File: config.mk
export PLATFORM = sky130hd
export DESIGN_NAME = im_loader
export DESIGN_NICKNAME = d
export VERILOG_FILES = /design/src/rtl/im_loader_pkg.sv /design/src/rtl/im_loader_asm.sv /design/src/rtl/im_loader.sv
export SDC_FILE = /design/constraint.sdc
export NUM_CORES = 1
export LEC_CHECK = 0
export CAP_MARGIN = 10
export CORE_MARGIN = 5
export CORE_UTILIZATION = 55
export CTS_CLUSTER_DIAMETER = 200
export DETAILED_ROUTE_END_ITERATION = 12
export GPL_TIMING_DRIVEN = 0
export PLACE_DENSITY = 0.85
export REMOVE_ABC_BUFFERS = 1
export SLEW_MARGIN = 20
export SYNTH_ARGS = -nofsm -noshare
export SYNTH_HDL_FRONTEND = slang
export SYNTH_SLANG_ARGS = --single-unit
File: constraint.sdc
create_clock -name clk -period 2.52 [get_ports clk]
set_clock_uncertainty 0.1 [all_clocks]
set_input_delay 0.504 -clock clk [delete_from_list [all_inputs] [get_ports clk]]
set_output_delay 0.504 -clock clk [all_outputs]
set_load 0.005 [all_outputs]
File: src/rtl/im_loader_pkg.sv
// Shared types and constants for the instruction-memory loader.
package im_loader_pkg;

  typedef enum logic [2:0] {
    CNT_HI,
    CNT_LO,
    DATA,
    WRITE,
    CHK,
    DONE,
    ERR
  } ldr_state_t;

  localparam int BYTES_PER_WORD = 4;

endpackage

File: src/rtl/im_loader_asm.sv
// Byte-to-word assembler: shifts bytes in MSB first and flags the byte that completes a word.
module im_loader_asm
  import im_loader_pkg::*;
(
  input  logic        clk,
  input  logic        rst_n,
  input  logic        clr_i,
  input  logic        shift_i,
  input  logic [7:0]  byte_i,
  output logic [31:0] word_o,
  output logic        word_ready_o
);

  logic [1:0]  cnt_q;
  logic [31:0] sr_q;

  // word_o already includes the byte being accepted, so the top can register it on word_ready_o.
  assign word_o       = {sr_q[23:0], byte_i};
  assign word_ready_o = shift_i && (cnt_q == 2'(BYTES_PER_WORD - 1));

  always_ff @(posedge clk or negedge rst_n) begin
    if (!rst_n) begin
      cnt_q <= '0;
      sr_q  <= '0;
    end else if (clr_i) begin
      cnt_q <= '0;
      sr_q  <= '0;
    end else if (shift_i) begin
      cnt_q <= cnt_q + 2'd1;
      sr_q  <= word_o;
    end
  end

endmodule

File: src/rtl/im_loader.sv
// Program loader: parses a counted big-endian byte stream and writes words into instruction memory.
// Optional trailing XOR checksum byte enabled by defining IM_LOADER_CHECKSUM_EN.
module im_loader
  import im_loader_pkg::*;
#(
  parameter int NMEM = 20,
  parameter int AW   = $clog2(NMEM)
) (
  input  logic          clk,
  input  logic          rst_n,
  input  logic          start,
  input  logic          in_valid,
  output logic          in_ready,
  input  logic [7:0]    in_data,
  output logic          im_we,
  output logic [AW-1:0] im_waddr,
  output logic [31:0]   im_wdata,
  output logic          cpu_run,
  output logic          done,
  output logic          err
);

  ldr_state_t    state_q, state_d;
  logic [7:0]    cnt_hi_q, cnt_hi_d;
  logic [15:0]   n_q, n_d;
  logic [AW-1:0] widx_q, widx_d;
  logic          im_we_q;
  logic [AW-1:0] im_waddr_q;
  logic [31:0]   im_wdata_q;
`ifdef IM_LOADER_CHECKSUM_EN
  logic [7:0]    chk_q, chk_d;
`endif

  logic          xfer;
  logic [15:0]   n_rx;
  logic          asm_clr, asm_shift, word_ready;
  logic [31:0]   asm_word;

  assign xfer = in_valid && in_ready;
  assign n_rx = {cnt_hi_q, in_data};

  im_loader_asm u_asm (
    .clk          (clk),
    .rst_n        (rst_n),
    .clr_i        (asm_clr),
    .shift_i      (asm_shift),
    .byte_i       (in_data),
    .word_o       (asm_word),
    .word_ready_o (word_ready)
  );

  always_comb begin
    state_d   = state_q;
    cnt_hi_d  = cnt_hi_q;
    n_d       = n_q;
    widx_d    = widx_q;
    in_ready  = 1'b0;
    done      = 1'b0;
    err       = 1'b0;
    cpu_run   = 1'b0;
    asm_clr   = 1'b0;
    asm_shift = 1'b0;
`ifdef IM_LOADER_CHECKSUM_EN
    chk_d     = chk_q;
`endif
    case (state_q)
      CNT_HI: begin
        in_ready = 1'b1;
        if (xfer) begin
          cnt_hi_d = in_data;
          state_d  = CNT_LO;
        end
      end
      CNT_LO: begin
        in_ready = 1'b1;
        if (xfer) begin
          n_d = n_rx;
          if (n_rx == 16'd0) begin
`ifdef IM_LOADER_CHECKSUM_EN
            state_d = CHK;
`else
            state_d = DONE;
`endif
          end else if (n_rx > 16'(NMEM)) begin
            state_d = ERR;
          end else begin
            state_d = DATA;
          end
        end
      end
      DATA: begin
        in_ready = 1'b1;
        if (xfer) begin
          asm_shift = 1'b1;
`ifdef IM_LOADER_CHECKSUM_EN
          chk_d = chk_q ^ in_data;
`endif
          if (word_ready) state_d = WRITE;
        end
      end
      WRITE: begin
        widx_d = widx_q + 1'b1;
        if (16'(widx_q) == n_q - 16'd1) begin
`ifdef IM_LOADER_CHECKSUM_EN
          state_d = CHK;
`else
          state_d = DONE;
`endif
        end else begin
          state_d = DATA;
        end
      end
`ifdef IM_LOADER_CHECKSUM_EN
      CHK: begin
        in_ready = 1'b1;
        if (xfer) state_d = (in_data == chk_q) ? DONE : ERR;
      end
`endif
      DONE: begin
        done    = 1'b1;
        cpu_run = 1'b1;
      end
      ERR: begin
        err = 1'b1;
      end
      default: state_d = CNT_HI;
    endcase

    // A restart wipes all per-load bookkeeping so the next image starts at word 0.
    if ((state_q == DONE || state_q == ERR) && start) begin
      state_d  = CNT_HI;
      cnt_hi_d = '0;
      n_d      = '0;
      widx_d   = '0;
      asm_clr  = 1'b1;
`ifdef IM_LOADER_CHECKSUM_EN
      chk_d    = '0;
`endif
    end
  end

  always_ff @(posedge clk or negedge rst_n) begin
    if (!rst_n) begin
      state_q    <= CNT_HI;
      cnt_hi_q   <= '0;
      n_q        <= '0;
      widx_q     <= '0;
      im_we_q    <= 1'b0;
      im_waddr_q <= '0;
      im_wdata_q <= '0;
`ifdef IM_LOADER_CHECKSUM_EN
      chk_q      <= '0;
`endif
    end else begin
      state_q  <= state_d;
      cnt_hi_q <= cnt_hi_d;
      n_q      <= n_d;
      widx_q   <= widx_d;
      im_we_q  <= (state_d == WRITE);
      if (word_ready) begin
        im_waddr_q <= widx_q;
        im_wdata_q <= asm_word;
      end
`ifdef IM_LOADER_CHECKSUM_EN
      chk_q <= chk_d;
`endif
    end
  end

  assign im_we    = im_we_q;
  assign im_waddr = im_waddr_q;
  assign im_wdata = im_wdata_q;

endmodule

== After elaboration in Yosys (flattened, before gate mapping) ==
Cells that the tools add are included.

* Logic and storage cells: 63
* Flip-flop bits (word level): 96
* Output and inout bits: 42

* $lt $le $gt $ge: 1
* Muxes and demuxes: 27
* $add $sub $neg: 3
* Reductions and logical operators: 15
* Equality and inequality tests: 8

{| class="wikitable"
|+ Operator list
! cell !! count
|-
| $mux 16 || 3
|-
| $mux 24 || 2
|-
| $mux 3 || 8
|-
| $mux 8 || 3
|-
| $eq 5x16->1 || 1
|-
| $gt 16x5->1 const B || 1
|-
| $logic_not 16->1 || 1
|-
| $sub 16x1->16 const B || 1
|-
| $pmux 3 s5 || 1
|-
| $mux 5 || 2
|-
| $reduce_bool 2->1 || 5
|-
| $eq 3x2->1 const B || 3
|-
| $eq 3x3->1 const B || 2
|-
| $mux 1 || 6
|-
| $add 5x1->5 const B || 1
|-
| $mux 2 || 2
|-
| $reduce_and 2->1 || 2
|-
| $eq 3x1->1 const B || 1
|-
| $logic_and 1x1->1 || 3
|-
| $logic_not 3->1 || 1
|-
| $reduce_or 3->1 || 1
|-
| $add 2x1->2 const B || 1
|-
| $eq 2x2->1 const B || 1
|-
| $reduce_or 2->1 || 1
|-
| $logic_or 1x1->1 || 1
|}

== Logic depth before layout (Yosys ltp) ==
Gate-level depths: netlist (run 1).

* Depth in word-level cells: 12
* Mapped depth: 8
* Mapped depth without buffers: 8

== Hierarchy ==
A second synthesis (run 1) with hierarchy kept.

* Cells, all modules: 391
* Area total of the unflattened synthesis: 4371.7 µm²

{| class="wikitable"
|+ Modules (own cells, without submodules)
! module !! instances !! seq. area each (µm²) !! area each (µm²) !! cells each
|-
| im_loader || 1 || 1751.7 || 3218.1 || 297
|-
| im_loader_asm || 1 || 650.6 || 1153.6 || 94
|}

== Worst setup path after synthesis (run 1) ==
No wires, ideal clock.

* Kind: register to register
* Start: reg state_q[2]
* End: reg im_waddr_q[0] (netlist: im_waddr[0])
* Arrival time: 1.540 ns
* Slack: 0.755 ns
* Stages on the path, launching flop included: 9
* Setup time: 0.125 ns
* Data required time: 2.295 ns
* Path through: dfrtp_1 nand2b_4 nor2_4 and2_4 buf_6 nand2_4 buf_6 buf_8 mux2_4

* Word-level cells in the longest chain between the ends: 7
* Elaborated cells between the ends (all ways): 9
* Those cells by class: eq/ne: 2; mux: 3; reduce/logical: 4

{| class="wikitable"
|+ RTL lines
! what !! line !! RTL
|-
| from (decl) || im_loader.sv:23 || <nowiki>ldr_state_t state_q, state_d;</nowiki>
|-
| from (signal assigned) || im_loader.sv:155 || <nowiki>state_q <= state_d;</nowiki>
|-
| $eq 3x2->1, or another cell as far along || im_loader.sv:66 || <nowiki>case (state_q)</nowiki>
|-
| $reduce_or 3->1 (no line) || n/a ||
|-
| $mux 1 || im_loader.sv:66 ||
|-
| $logic_and 1x1->1 || im_loader.sv:39 || <nowiki>assign xfer = in_valid && in_ready;</nowiki>
|-
| $mux 1 || im_loader.sv:93 || <nowiki>if (xfer) begin</nowiki>
|-
| $mux 1 (*) || im_loader.sv:66 ||
|-
| $logic_and 1x1->1 (*) || im_loader_asm.sv:19 || <nowiki>assign word_ready_o = shift_i && (cnt_q == 2'(BYTES_PER_WORD - 1));</nowiki>
|-
| to (signal assigned) || im_loader.sv:161 || <nowiki>im_waddr_q <= widx_q;</nowiki>
|-
| to (decl) || im_loader.sv:28 || <nowiki>logic [AW-1:0] im_waddr_q;</nowiki>
|}

Mark *: on every way between the ends. The rest lies on a longest branch, timed or not.
A chain may end at the register's enable or synchronous reset.

== Worst setup path in the final report (run 1) ==
* Start: reg state_q[1]
* End: out err

* Word-level cells in the longest chain between the ends: 2

{| class="wikitable"
|+ RTL lines
! what !! line !! RTL
|-
| $eq 3x3->1 || im_loader.sv:66 ||
|-
| $mux 1 || im_loader.sv:66 ||
|-
| to (decl) || im_loader.sv:20 || <nowiki>output logic err</nowiki>
|}

Every way passes these cells.

==> results list, run 1 <==
* Reg-to-reg endpoint: im_wdata[30]
- The clock period could shrink to 2492 ps.
* Via/cell ratio: ~5.6
- Ports placed on the boundary: 54
- Final critical-path share of the clock period: between 90% and 100%
- Summed over all nets, the half-perimeter wirelength after detailed placement is just under 6 mm.
* Arrival @ worst endpoint: 1890 ps
- Across the run, the number of max-cap violations was 0.
* Die width: 98.89 um
- In this run the vertical extent of the chip is 98.89 um.
* Actual slew at the worst max-slew pin: between 900 and 1000 ps
- Count of vias placed by the detailed router: 3,079
- CTS saw between 90 and 100 sinks.
- The floorplan step defined a die boundary enclosing slightly below 10,000 um^2.
- Routability cong.: between 0.8 and 0.9
- Summed over all cells, the static leakage comes to approximately 2.3 nW.
* Number of I/O port buffers: 53
- Combined global-route utilization of all metal layers: between 10% and 20%
- Fraction of layout instances using a drive strength above 1: 16.15%
* Worst IR drop on VDD: between 600 and 700 uV
- Row generation in the floorplan step produced 32 rows.
* Final Net Count: around 460
- Area of the core: between 7000 and 8000 um^2
- Worst relative slew slack: around 35%
- Synthesis inferred 96 register bits.
- Critical path startpoint: state_q[1]
- In the final timing run, aggregate negative setup slack is 0 ps.
- Setup violations remaining at the end of the flow were counted as 0.
- Delay of the slowest critical-path stage: ~540 ps
* FMAX: about 400 MHz
- Per-cell routed wire length: 16.14 um
* Pins Over Slew Limit: 0
* End of the critical path: err
- Total wire length: approximately 8.9 mm
- Worst-skew pair later-pin latency: approximately 370 ps
- Relative to the synthesized area, the layout overhead comes to 17.59%.
* Maximum number of pins on one net before global-route repair: 81
* Path type of the worst min-delay path: reg -> reg
- First-pass DRT Iterations: 4
* Final antenna-violating net count: 0
* Final cell area excluding filler cells: roughly 5100 um^2
- The design draws 0.006081 W.
- STA classifies the critical path startpoint as a flop.
- The startpoint identified for the worst register-to-register timing path is state_q[2].
- Global-route wire length before repair: between 10 and 15 mm
* Result of the run: complete, no violations
* WP data required: between 1500 and 2000 ps
- Ratio of total power to cell area: 1190 nW/um^2
- CTS Root Cell: sky130_fd_sc_hd__clkbuf_8
* Clock transition time at the flip-flop clock pins of the worst setup and hold paths: 100 ps
* Cells along the critical path: nor2b_1, and2_1, clkdlybuf4s50_1
- Total grt overflow: 0
- Cell area after synthesis: around 4300 um^2
- Area post-placement: about 4900 um^2
- Mean Syn Cell Area: approximately 11 um^2
* Number of buffers inserted during clock tree synthesis: 9
* Proportion of synthesized chip area in sequential cells: between 50 and 60%
- Unique cell type count in the Yosys netlist: 48
* Max Buffers Root-to-Sink: 2
- 0 antenna diodes ended up in the layout.
* Synthesized netlist cell count: 400
- Number of global-route vias before repair: 3,056
* Category of the critical setup timing path: reg -> out
- Antenna violations before repair: 0
* Worst Reg-to-Reg Cells: 5
* Crit path max-delay cell type: sky130_fd_sc_hd__clkdlybuf4s50_1
* Starting utilization of the core area: a little under three fifths
* Endpoints failing hold: 0
- CP Capture Type: output pin
* Reg2reg setup slack: 310 ps
- Initial drt markers: roughly 210
* TritonCTS clock tree: yes
- Of all nets on the critical path, the largest fanout is 10.
- H-tree Lvls: 3
- Yosys printed 0 warnings.
- Number of design rule violations left after detail routing: 0
[flip-flops by register name, indices dropped and copies added, names as in the netlist]
name and flops:
im_waddr 5, u_asm.sr_q 24, im_we 1, n_q 16, cnt_hi_q 8, state_q 3
im_wdata 32, u_asm.cnt_q 2, widx_q 5
[cell usage after synthesis, drive strengths merged]
library cell	instances	area share (%)
o211a	1	0.23
dfrtp	96	55
nor2b	3	0.43
o21a	2	0.35
mux2	37	11
o21bai	1	0.17
o31ai	5	0.86
nor3	9	1.2
a21o	1	0.17
nand4	3	0.43
nand3b	2	0.35
xor2	7	1.4
buf	18	3.3
nand2	99	8.7
o2111ai	1	0.20
nor2	17	1.6
inv	4	0.35
and2	4	0.63
nand2b	3	0.60
a21oi	29	3.3
nor4	4	0.58
nor3b	1	0.17
a21boi	1	0.17
and3	1	0.14
mux2i	3	0.69
a211oi	1	0.17
clkbuf	5	0.43
or3	1	0.14
and4	1	0.20
xnor2	4	0.81
a31oi	2	0.29
ha	3	0.86
nand3	4	0.46
o21ai	25	3.1
nor4b	2	0.89
[timing repair]
action | CTS | global route
setup endpoints to repair | 2 | 3
gates resized for setup | 2 | 2
hold endpoints to repair | 16 | 0
hold buffers | 1 | 0
cloned | 0 | 0
buffers inserted | 0 | 4
[cells in the final DEF (no fill, tap or decap), types with 3 or more instances in the layout]
master and count:
sky130_fd_sc_hd__a21oi_1 29, sky130_fd_sc_hd__buf_4 4, sky130_fd_sc_hd__clkbuf_8 9, sky130_fd_sc_hd__clkdlybuf4s50_1 52, sky130_fd_sc_hd__dfrtp_1 94, sky130_fd_sc_hd__ha_1 3
sky130_fd_sc_hd__inv_1 4, sky130_fd_sc_hd__mux2_2 18, sky130_fd_sc_hd__mux2_4 19, sky130_fd_sc_hd__mux2i_1 3, sky130_fd_sc_hd__nand2_1 98, sky130_fd_sc_hd__nand3_1 4
sky130_fd_sc_hd__nand4_1 3, sky130_fd_sc_hd__nor2_1 16, sky130_fd_sc_hd__nor3_1 7, sky130_fd_sc_hd__nor4_1 4, sky130_fd_sc_hd__o21ai_0 13, sky130_fd_sc_hd__o21ai_1 11
sky130_fd_sc_hd__o31ai_1 5, sky130_fd_sc_hd__xnor2_1 4, sky130_fd_sc_hd__xor2_1 7
[critical path, delay by kind of cell (launching register included)]
family        cells  cell delay, ps
buf+inv           1             540
flops             1             490
simple gates      2             500
[per-stage QoR]
stage / util [%] / setup WS [ps] / hold slack (ps) / cells
detailed placement: 63.12 / -190.1 / 247.3 / 533
global route: 66.13 / -60.34 / 430.6 / 554
CTS: 65.69 / 19.79 / 411.8 / 550
global placement: 62.66 / -2533 / 388.9 / 532
finish: 66.13 / 27.92 / 410.9 / 554
floorplan: - / 496.3 / 108.4 / 377
[worst min path at each step]
stage / startpoint / endpoint / slack, ps / cells after the start
2_1_floorplan: rst_n / cnt_hi_q[0] / 110 / 0
3_3_place_gp: im_wdata[2] / im_wdata[2] / 390 / 1
3_5_place_dp: rst_n / im_wdata[27] / 250 / 1
4_1_cts: rst_n / im_wdata[27] / 410 / 2
5_1_grt: rst_n / im_wdata[26] / 430 / 2
6_report: im_wdata[1] / im_wdata[1] / 410 / 1
[logic make-up after synthesis]
kind of cell | count (synthesis) | share of synthesized area, %
and+or+nand+nor | 154 | 16.56
xor gates and xnor gates | 11 | 2.217
adders and majority gates | 3 | 0.8639
buffers and inverters | 27 | 4.060
muxes | 40 | 11.92
AOI/OAI and AO/OA | 69 | 9.099
DFF | 96 | 55.28
[cell type report]
type / count / area [um^2]
repair buffers: 59 / 599.3
flip-flops and latches: 96 / 2405
well taps: 102 / 127.6
clock buffers: 9 / 123.9
inverters: 4 / 15.01
clock inverters: 7 / 62.56
multi-input cells: 277 / 1777
fillers: 562 / 2618
[metal layers]
| metal | up-vias | track usage [%] | part of all wire [%] |
|---|---|---|---|
| li1 | 1444 | - | - |
| met1 | 1534 | 24.24 | 41 |
| met2 | 87 | 30.89 | 51 |
| met3 | 14 | 4.812 | 6.4 |
| met4 | 0 | 5.567 | 1.4 |
| met5 | - | 0 | 0 |
[report_power, final]
part           internal [W]  leakage, nW  switching [W]
Combinational       0.00136        0.993       0.000990
Clock              0.000381       0.0980       0.000570
Sequential          0.00222         1.23       0.000552
Note: power is estimated with default switching activity, not from simulation.
==> run 2: changes to the inputs <==
--- a/config.mk
+++ b/config.mk
@@ -13,7 +13,6 @@
 export GPL_TIMING_DRIVEN = 0
 export PLACE_DENSITY = 0.85
 export REMOVE_ABC_BUFFERS = 1
-export SLEW_MARGIN = 20
 export SYNTH_ARGS = -nofsm -noshare
 export SYNTH_HDL_FRONTEND = slang
 export SYNTH_SLANG_ARGS = --single-unit
==> run 2 against run 1 <==
Against the previous run: worst setup slack gained 40 ps; power grew 3.9%; critical path depth is the same; critical path type unchanged.
==> results list, run 2 (same netlist as run 1, synthesis figures left out) <==
- Result of the run: complete, no violations
* Arrival @ worst endpoint: 1850 ps (-40 ps)
- The worst stage delay on the critical path came to 520 ps (-20 ps).
- The worst setup path is captured at an output pin.
- Number of design rule violations left after detail routing: 0 (unchanged)
- Per-cell routed wire length: 16.34 um (+1.2%)
- Total wire length: 9.001 mm (+0.64%)
- The area of the die is 9778 um^2 (unchanged).
- The min-delay analysis places its worst path in the category reg -> reg.
- Pins Over Slew Limit: 0 (unchanged)
* Unrepaired setup endpoints after global routing: no
* Family with the most delay on the worst path: buffers and inverters
- End-of-flow core utilization: 66.71% (+0.58 points)
* Starting utilization of the core area: 56.23% (unchanged)
- The static power due to leakage came to 2.327 nW (+0.48%).
* Final antenna-violating net count: 0 (unchanged)
- WP data required: 1920 ps (about the same)
* Area of the core: 7727 um^2 (unchanged)
* Crit path max-delay cell type: sky130_fd_sc_hd__clkdlybuf4s50_1
- The clock slew at the register clock pins of the worst setup and hold paths came to 100 ps (about the same).
* Worst IR drop on VDD: 652.4 uV (-3.8%)
- Number of sinks handled by clock tree synthesis: 96 (unchanged)
* Maximum fanout encountered on the critical timing path: 10 (unchanged)
* Largest register FFs: 32 (unchanged)
* Total setup violations reported at the end of the flow: 0 (unchanged)
- Final Net Count: 460 (-0.43%)
- Row count: 32 (unchanged)
- The HPWL after detailed placement was 6.149 mm (+3.8%).
- The number of I/O port buffers is 53 (unchanged).
- The remaining global-route overflow was 0 (unchanged).
* Setup TNS Final: 0 ps (unchanged)
* Number of buffer and inverter stages on the critical path: 1 (unchanged)
- First-pass DRT Iterations: 5 (+1)
- The width of the die is 98.89 um (unchanged).
- Worst Reg-to-Reg Cells: 5 (unchanged)
- CTS Root Cell: sky130_fd_sc_hd__clkbuf_8
- Critical path startpoint: state_q[0]
* Setup slack after placement: -157.1 ps (+32.93 ps)
* Final critical-path share of the clock period: 97.31% (-1.6 points)
* Maximum number of pins on one net before global-route repair: 62 (-23%)
- The global-route wire length before repair was 15.23 mm (+3.0%).
- The number of primary I/O pins came to 54 (unchanged).
* Actual slew at the worst max-slew pin: 989.9 ps (+21.36 ps)
- The number of H-tree levels came to 3 (unchanged).
- TritonCTS built the clock tree.
* Max Buffers Root-to-Sink: 2 (unchanged)
* Combined global-route utilization of all metal layers: 19.34% (+0.68 points)
- Antenna violations before repair: 0 (unchanged)
- The routability congestion estimate from global placement is 0.8361 (unchanged).
- FMAX: 407.8 MHz (+1.6%)
- Origin of the critical flop-to-flop path: state_q[2]
- Hold path cells: 1 (unchanged)
- Leaving out fill and tap cells, the most frequent cell in the layout is sky130_fd_sc_hd__nand2_1.
* Worst relative slew slack: 34.01% (-1.4 points)
- The via density per instance is 5.621 (+1.1%).
- Destination of the worst hold path: im_wdata[26]
- Ratio of total power to cell area: 1225 nW/um^2 (+2.9%)
* Smallest hold slack: 410.2 ps (-0.7130 ps)
* Count of vias placed by the detailed router: 3,097 (+0.58%)
- Fraction of layout instances using a drive strength above 1: 15.14% (-1.0 points)
* Number of buffers inserted during clock tree synthesis: 9 (unchanged)
- The final hold violation count came to 0 (unchanged).
* Power after layout: 0.006315 W (+3.9%)
- The top cell types in the final layout, fill and taps aside, are sky130_fd_sc_hd__nand2_1, sky130_fd_sc_hd__dfrtp_1, sky130_fd_sc_hd__clkdlybuf4s50_1, sky130_fd_sc_hd__a21oi_1, sky130_fd_sc_hd__mux2_4.
* Reg-to-reg endpoint: im_wdata[30]
- Number of global-route vias before repair: 3,100 (+1.4%)
- Post-CTS Setup Inserts: 0 (unchanged)
* Max-cap check violation count: 0 (unchanged)
- Initial drt markers: 237 (+13%)
* Cells along the critical path: nor2b_2, and2_2, clkdlybuf4s50_1
- The critical path in this run is classified as reg -> out.
* Reg2reg setup slack: 330 ps (+20 ps)
- Worst-skew pair later-pin latency: 360 ps (about the same)
* Tmin final: 2452 ps (-39.85 ps)
- Die boundary height: 98.89 um (unchanged)
- Area growth from synthesis to layout: 18.63%
* Antenna cells: 0 (unchanged)
- The least setup slack across all paths after layout came to 67.77 ps (+39.85 ps).
* Critical Path Start Type: flop
- Startpoint of the worst hold path: u_asm.sr_q[18]
-- run 2: worst max-delay path by stage --
stage	endpoint	slack (ps)	depth (start not counted)
floorplan	n_q[0]	500	4
global placement	n_q[13]	-2530	1
detailed placement	im_wdata[28]	-160	6
CTS	cpu_run	30	3
global route	done	5	3
finish	cpu_run	70	3
-- run 2: what timing repair did --
action                                 4_1_cts  5_1_grt
pin swaps                                    0        0
hold buffers                                 1        0
setup endpoints to repair                    2        3
endpoints found under the hold margin        7        0
gates resized for setup                      2        2
-- run 2: worst reg2reg max path: stages (launching register included) --
cell and delay [ps]:
sky130_fd_sc_hd__dfrtp_1 470, sky130_fd_sc_hd__nand2b_4 190, sky130_fd_sc_hd__nor2_4 100, sky130_fd_sc_hd__and2_4 350
sky130_fd_sc_hd__nand2_4 420, sky130_fd_sc_hd__mux2_4 450
-- run 2: layout make-up --
cell class | instances | area, um^2
multi-input combinational | 277 | 1770
timing repair buffer | 57 | 598.1
inverter | 4 | 15.01
fill | 548 | 2572
clock inverter | 6 | 115.1
clock buffer | 9 | 123.9
sequential | 96 | 2405
tap | 102 | 127.6
-- run 2: per-layer routing --
layer	global-route usage [%]	share of wire, %	wire, um	vias to the layer above
li1	-	-	-	1446
met1	25.13	43	3860	1529
met2	32.49	50	4524	107
met3	4.388	5.3	476	15
met4	5.672	1.6	140	0
met5	0	0	0	-
-- run 2: report_power, final --
group / switching (W) / internal [W]
Combinational: 0.000984 / 0.00135
Clock: 0.000542 / 0.000661
Sequential: 0.000560 / 0.00222
Total: 0.00209 / 0.00423
-- run 2: per-stage QoR --
stage               cell area [um^2]  std cells
floorplan                       4184        377
global placement                4842        532
detailed placement              4900        535
CTS                             5151        551
global route                    5155        551
finish                          5155        551
==> run 3: changes to the inputs <==
--- a/config.mk
+++ b/config.mk
@@ -10,8 +10,9 @@
 export CORE_UTILIZATION = 55
 export CTS_CLUSTER_DIAMETER = 200
 export DETAILED_ROUTE_END_ITERATION = 12
+export DONT_BUFFER_PORTS = 1
 export GPL_TIMING_DRIVEN = 0
-export PLACE_DENSITY = 0.85
+export PLACE_DENSITY = 0.76
 export REMOVE_ABC_BUFFERS = 1
 export SYNTH_ARGS = -nofsm -noshare
 export SYNTH_HDL_FRONTEND = slang
==> constraint.sdc (replaced) <==
create_clock -name clk -period 3.1 [get_ports clk]
set_clock_uncertainty 0.1 [all_clocks]
set_input_delay 0.62 -clock clk [delete_from_list [all_inputs] [get_ports clk]]
set_output_delay 0.62 -clock clk [all_outputs]
set_load 0.005 [all_outputs]
==> run 3 against run 2 <==
Against the previous run: clock power decreased by 26%; first-iteration DRC count shrank 30%; critical path depth grew 1; core utilization fell by 7.4 points; critical endpoint is now n_q[14]; largest power group unchanged; critical path type is now reg -> reg; sequential share of layout area increased by 5.7 points.
==> results list, run 3 (same netlist as run 1, synthesis figures left out) <==
- Result of the run: complete, no violations
* Highest-count cells in the layout ignoring fill and taps: sky130_fd_sc_hd__nand2_1, sky130_fd_sc_hd__dfrtp_1, sky130_fd_sc_hd__a21oi_1, sky130_fd_sc_hd__mux2_4, sky130_fd_sc_hd__mux2_2
- End of the critical path: n_q[14]
* H-tree Lvls: 3 (unchanged)
* Clock transition time at the flip-flop clock pins of the worst setup and hold paths: 90 ps (about the same)
- Critical Path Start Type: flop
* Family with the most delay on the worst path: simple AND/OR/NAND/NOR gates
- Initial drt markers: 165 (-30%)
- Clock group share of total power: 19.5% (+0.5 points)
* Final Net Count: 406 (-12%)
- Portion of total power attributed to sequential cells: 50.8% (+6.7 points)
* Worst IR drop on VDD: 462.5 uV (-29%)
* Floorplan die area: 9778 um^2 (unchanged)
* Top Layer Used: met4
* Max-cap check violation count: 0 (unchanged)
- Ports placed on the boundary: 54 (unchanged)
* Total setup violations reported at the end of the flow: 0 (unchanged)
* Net switching power: 0.001587 W (-24%)
* Count of vias placed by the detailed router: 2,821 (-8.9%)
- Lkg Pwr: 2.117 nW (-9.1%)
- The site row count came to 32 (unchanged).
- The cell area power density came to 992.3 nW/um^2 (-19%).
- Worst-skew pair later-pin latency: 360 ps (about the same)
* Number of global-route vias before repair: 2,764 (-11%)
- Total grt overflow: 0 (unchanged)
- Reg2reg setup slack: 900 ps (+570 ps)
- Largest register FFs: 32 (unchanged)
- TritonCTS clock tree: yes
- Number of design rule violations left after detail routing: 0 (unchanged)
* Sw frac: 34.88% (+1.8 points)
* Global-route wire length before repair: 13.95 mm (-8.4%)
* Die width: 98.89 um (unchanged)
* Number of sinks handled by clock tree synthesis: 96 (unchanged)
- Worst Reg-to-Reg Cells: 4 (-1)
- The summed area of non-filler cells in the final layout came to 4586 um^2 (-11%).
* Origin of the critical flop-to-flop path: state_q[0]
- Die boundary height: 98.89 um (unchanged)
* Length of routed wiring on met1: 3.812 mm (-1.2%)
* Per-cell routed wire length: 16.53 um (+1.2%)
* First-pass DRT Iterations: 4 (-1)
- Pins Over Slew Limit: 0 (unchanged)
- Unrepaired setup endpoints after global routing: no
- The routability congestion estimate from global placement came to 0.8330 (-0.37%).
- WP data required: 3230 ps (+1310 ps)
- Category of the critical setup timing path: reg -> reg
- Timing would allow up to between 400 and 500 MHz.
* Number of buffer and inverter stages on the critical path: 0 (-1)
* Combined global-route utilization of all metal layers: 17.63% (-1.7 points)
- Antenna violations before repair: 0 (unchanged)
- Number of I/O port buffers: 0 (-100%)
* Tmin final: 2203 ps
* Maximum number of pins on one net before global-route repair: 97 (+56%)
- Leaving out fill and tap cells, the most frequent cell in the layout is sky130_fd_sc_hd__nand2_1.
- Dividing the final minimum period by the clock period gives 71.08%.
- Critical path startpoint: state_q[0]
- Power after layout: 0.004550 W (-28%)
* Actual slew at the worst max-slew pin: 1012 ps (+21.76 ps)
- Hpwl dp: 5.457 mm (-11%)
- The routed length on met2 was 3.807 mm (-16%).
- The tightest min-delay check is of the in -> async type.
- Endpoints failing hold: 0 (unchanged)
- Total wire length: 8.213 mm (-8.8%)
- Fraction of layout instances using a drive strength above 1: 15.95% (+0.80 points)
- The number of nets with antenna violations after detailed routing came to 0 (unchanged).
- The end-of-flow core utilization was 59.34% (-7.4 points).
- The via density per instance came to 5.676 (+0.99%).
* Reg-to-reg endpoint: n_q[14]
- Area of the core: 7727 um^2 (unchanged)
- CTS Root Cell: sky130_fd_sc_hd__clkbuf_8
- Finished Layout Cells: 497 (-9.8%)
* Area post-placement: 4344 um^2 (-11%)
* Delay of the slowest critical-path stage: 830 ps (+310 ps)
- Cell Count Post-Placement: 481 (-10%)
* Amount of wire on met3 after detailed routing: 449 um (-5.7%)
- From synthesis to final layout, the design area changed by 5.528%.
- Number of gates resized after CTS: 0 (-2)
- Max Buffers Root-to-Sink: 2 (unchanged)
- The total negative slack came to 0 ps (unchanged).
- The number of clock buffers inserted by TritonCTS came to 9 (unchanged).
- Arrival @ worst endpoint: 2330 ps (+480 ps)
* Cells along the critical path: nor2b_1, and2_1, mux2i_1, nor2_1
- Worst relative slew slack: 32.56% (-1.5 points)
* CP Capture Type: flop
* Maximum fanout encountered on the critical timing path: 32 (+22)
- The combinational cell fraction of total power was 29.6% (-7.3 points).
- The number of logic stages on the critical path including buffering is 4 (+1).
- The cell-internal power was 0.002963 W (-30%).
* Crit path max-delay cell type: sky130_fd_sc_hd__and2_1
* Starting utilization of the core area: 56.23% (unchanged)
- Antenna cells: 0 (unchanged)
==> run 3: final cells by class <==
type | count | area (um^2)
clock buffer | 9 | 123.9
clock inverter | 6 | 90.09
fill | 646 | 3142
inverter | 4 | 15.01
multi-input combinational | 277 | 1767
sequential | 96 | 2402
tap | 102 | 127.6
timing repair buffer | 3 | 60.06
==> run 3: power by group through the flow <==
stage / registers (W) / logic [W] / clock network (W)
after floorplan: 0.00219 / 0.00112 / 0
after global placement: 0.00231 / 0.00125 / 0
after detailed placement: 0.00235 / 0.00132 / 0
after CTS: 0.00232 / 0.00136 / 0.000902
after global routing: 0.00239 / 0.00152 / 0.000972
final: 0.00231 / 0.00135 / 0.000889
==> run 3: worst register-to-register path: stages, from the launching register on <==
cell                      delay, ps
sky130_fd_sc_hd__dfrtp_1        550
sky130_fd_sc_hd__nor2b_1        260
sky130_fd_sc_hd__and2_1         830
sky130_fd_sc_hd__mux2i_1        270
sky130_fd_sc_hd__nor2_1          60
==> run 3: per-layer routing <==
layer  track usage [%]  vias up
met4             5.987        0
li1                  -     1336
met2             26.50       66
met1             24.54     1404
met3             5.237       15
met5                 0        -
==> run 3: through the flow <==
step                worst slack [ps]  hold slack [ps]
floorplan                       1045            224.4
CTS                            905.7            82.38
detailed placement             878.0            226.4
finish                         896.5            55.62
global placement               528.2            227.1
global route                   781.1            84.84
==> run 3: how the worst min path moves through the flow <==
stage,from,endpoint,cells after the start
3_5_place_dp,rst_n,im_wdata[27],0
4_1_cts,rst_n,im_wdata[27],1
3_3_place_gp,rst_n,im_wdata[19],0
2_1_floorplan,rst_n,cnt_hi_q[0],0
6_report,rst_n,im_wdata[19],1
5_1_grt,rst_n,im_wdata[26],1
==> run 3: repair_timing <==
action	CTS	global route
buffers inserted	0	0
hold buffers	1	0
endpoints found under the hold margin	96	0
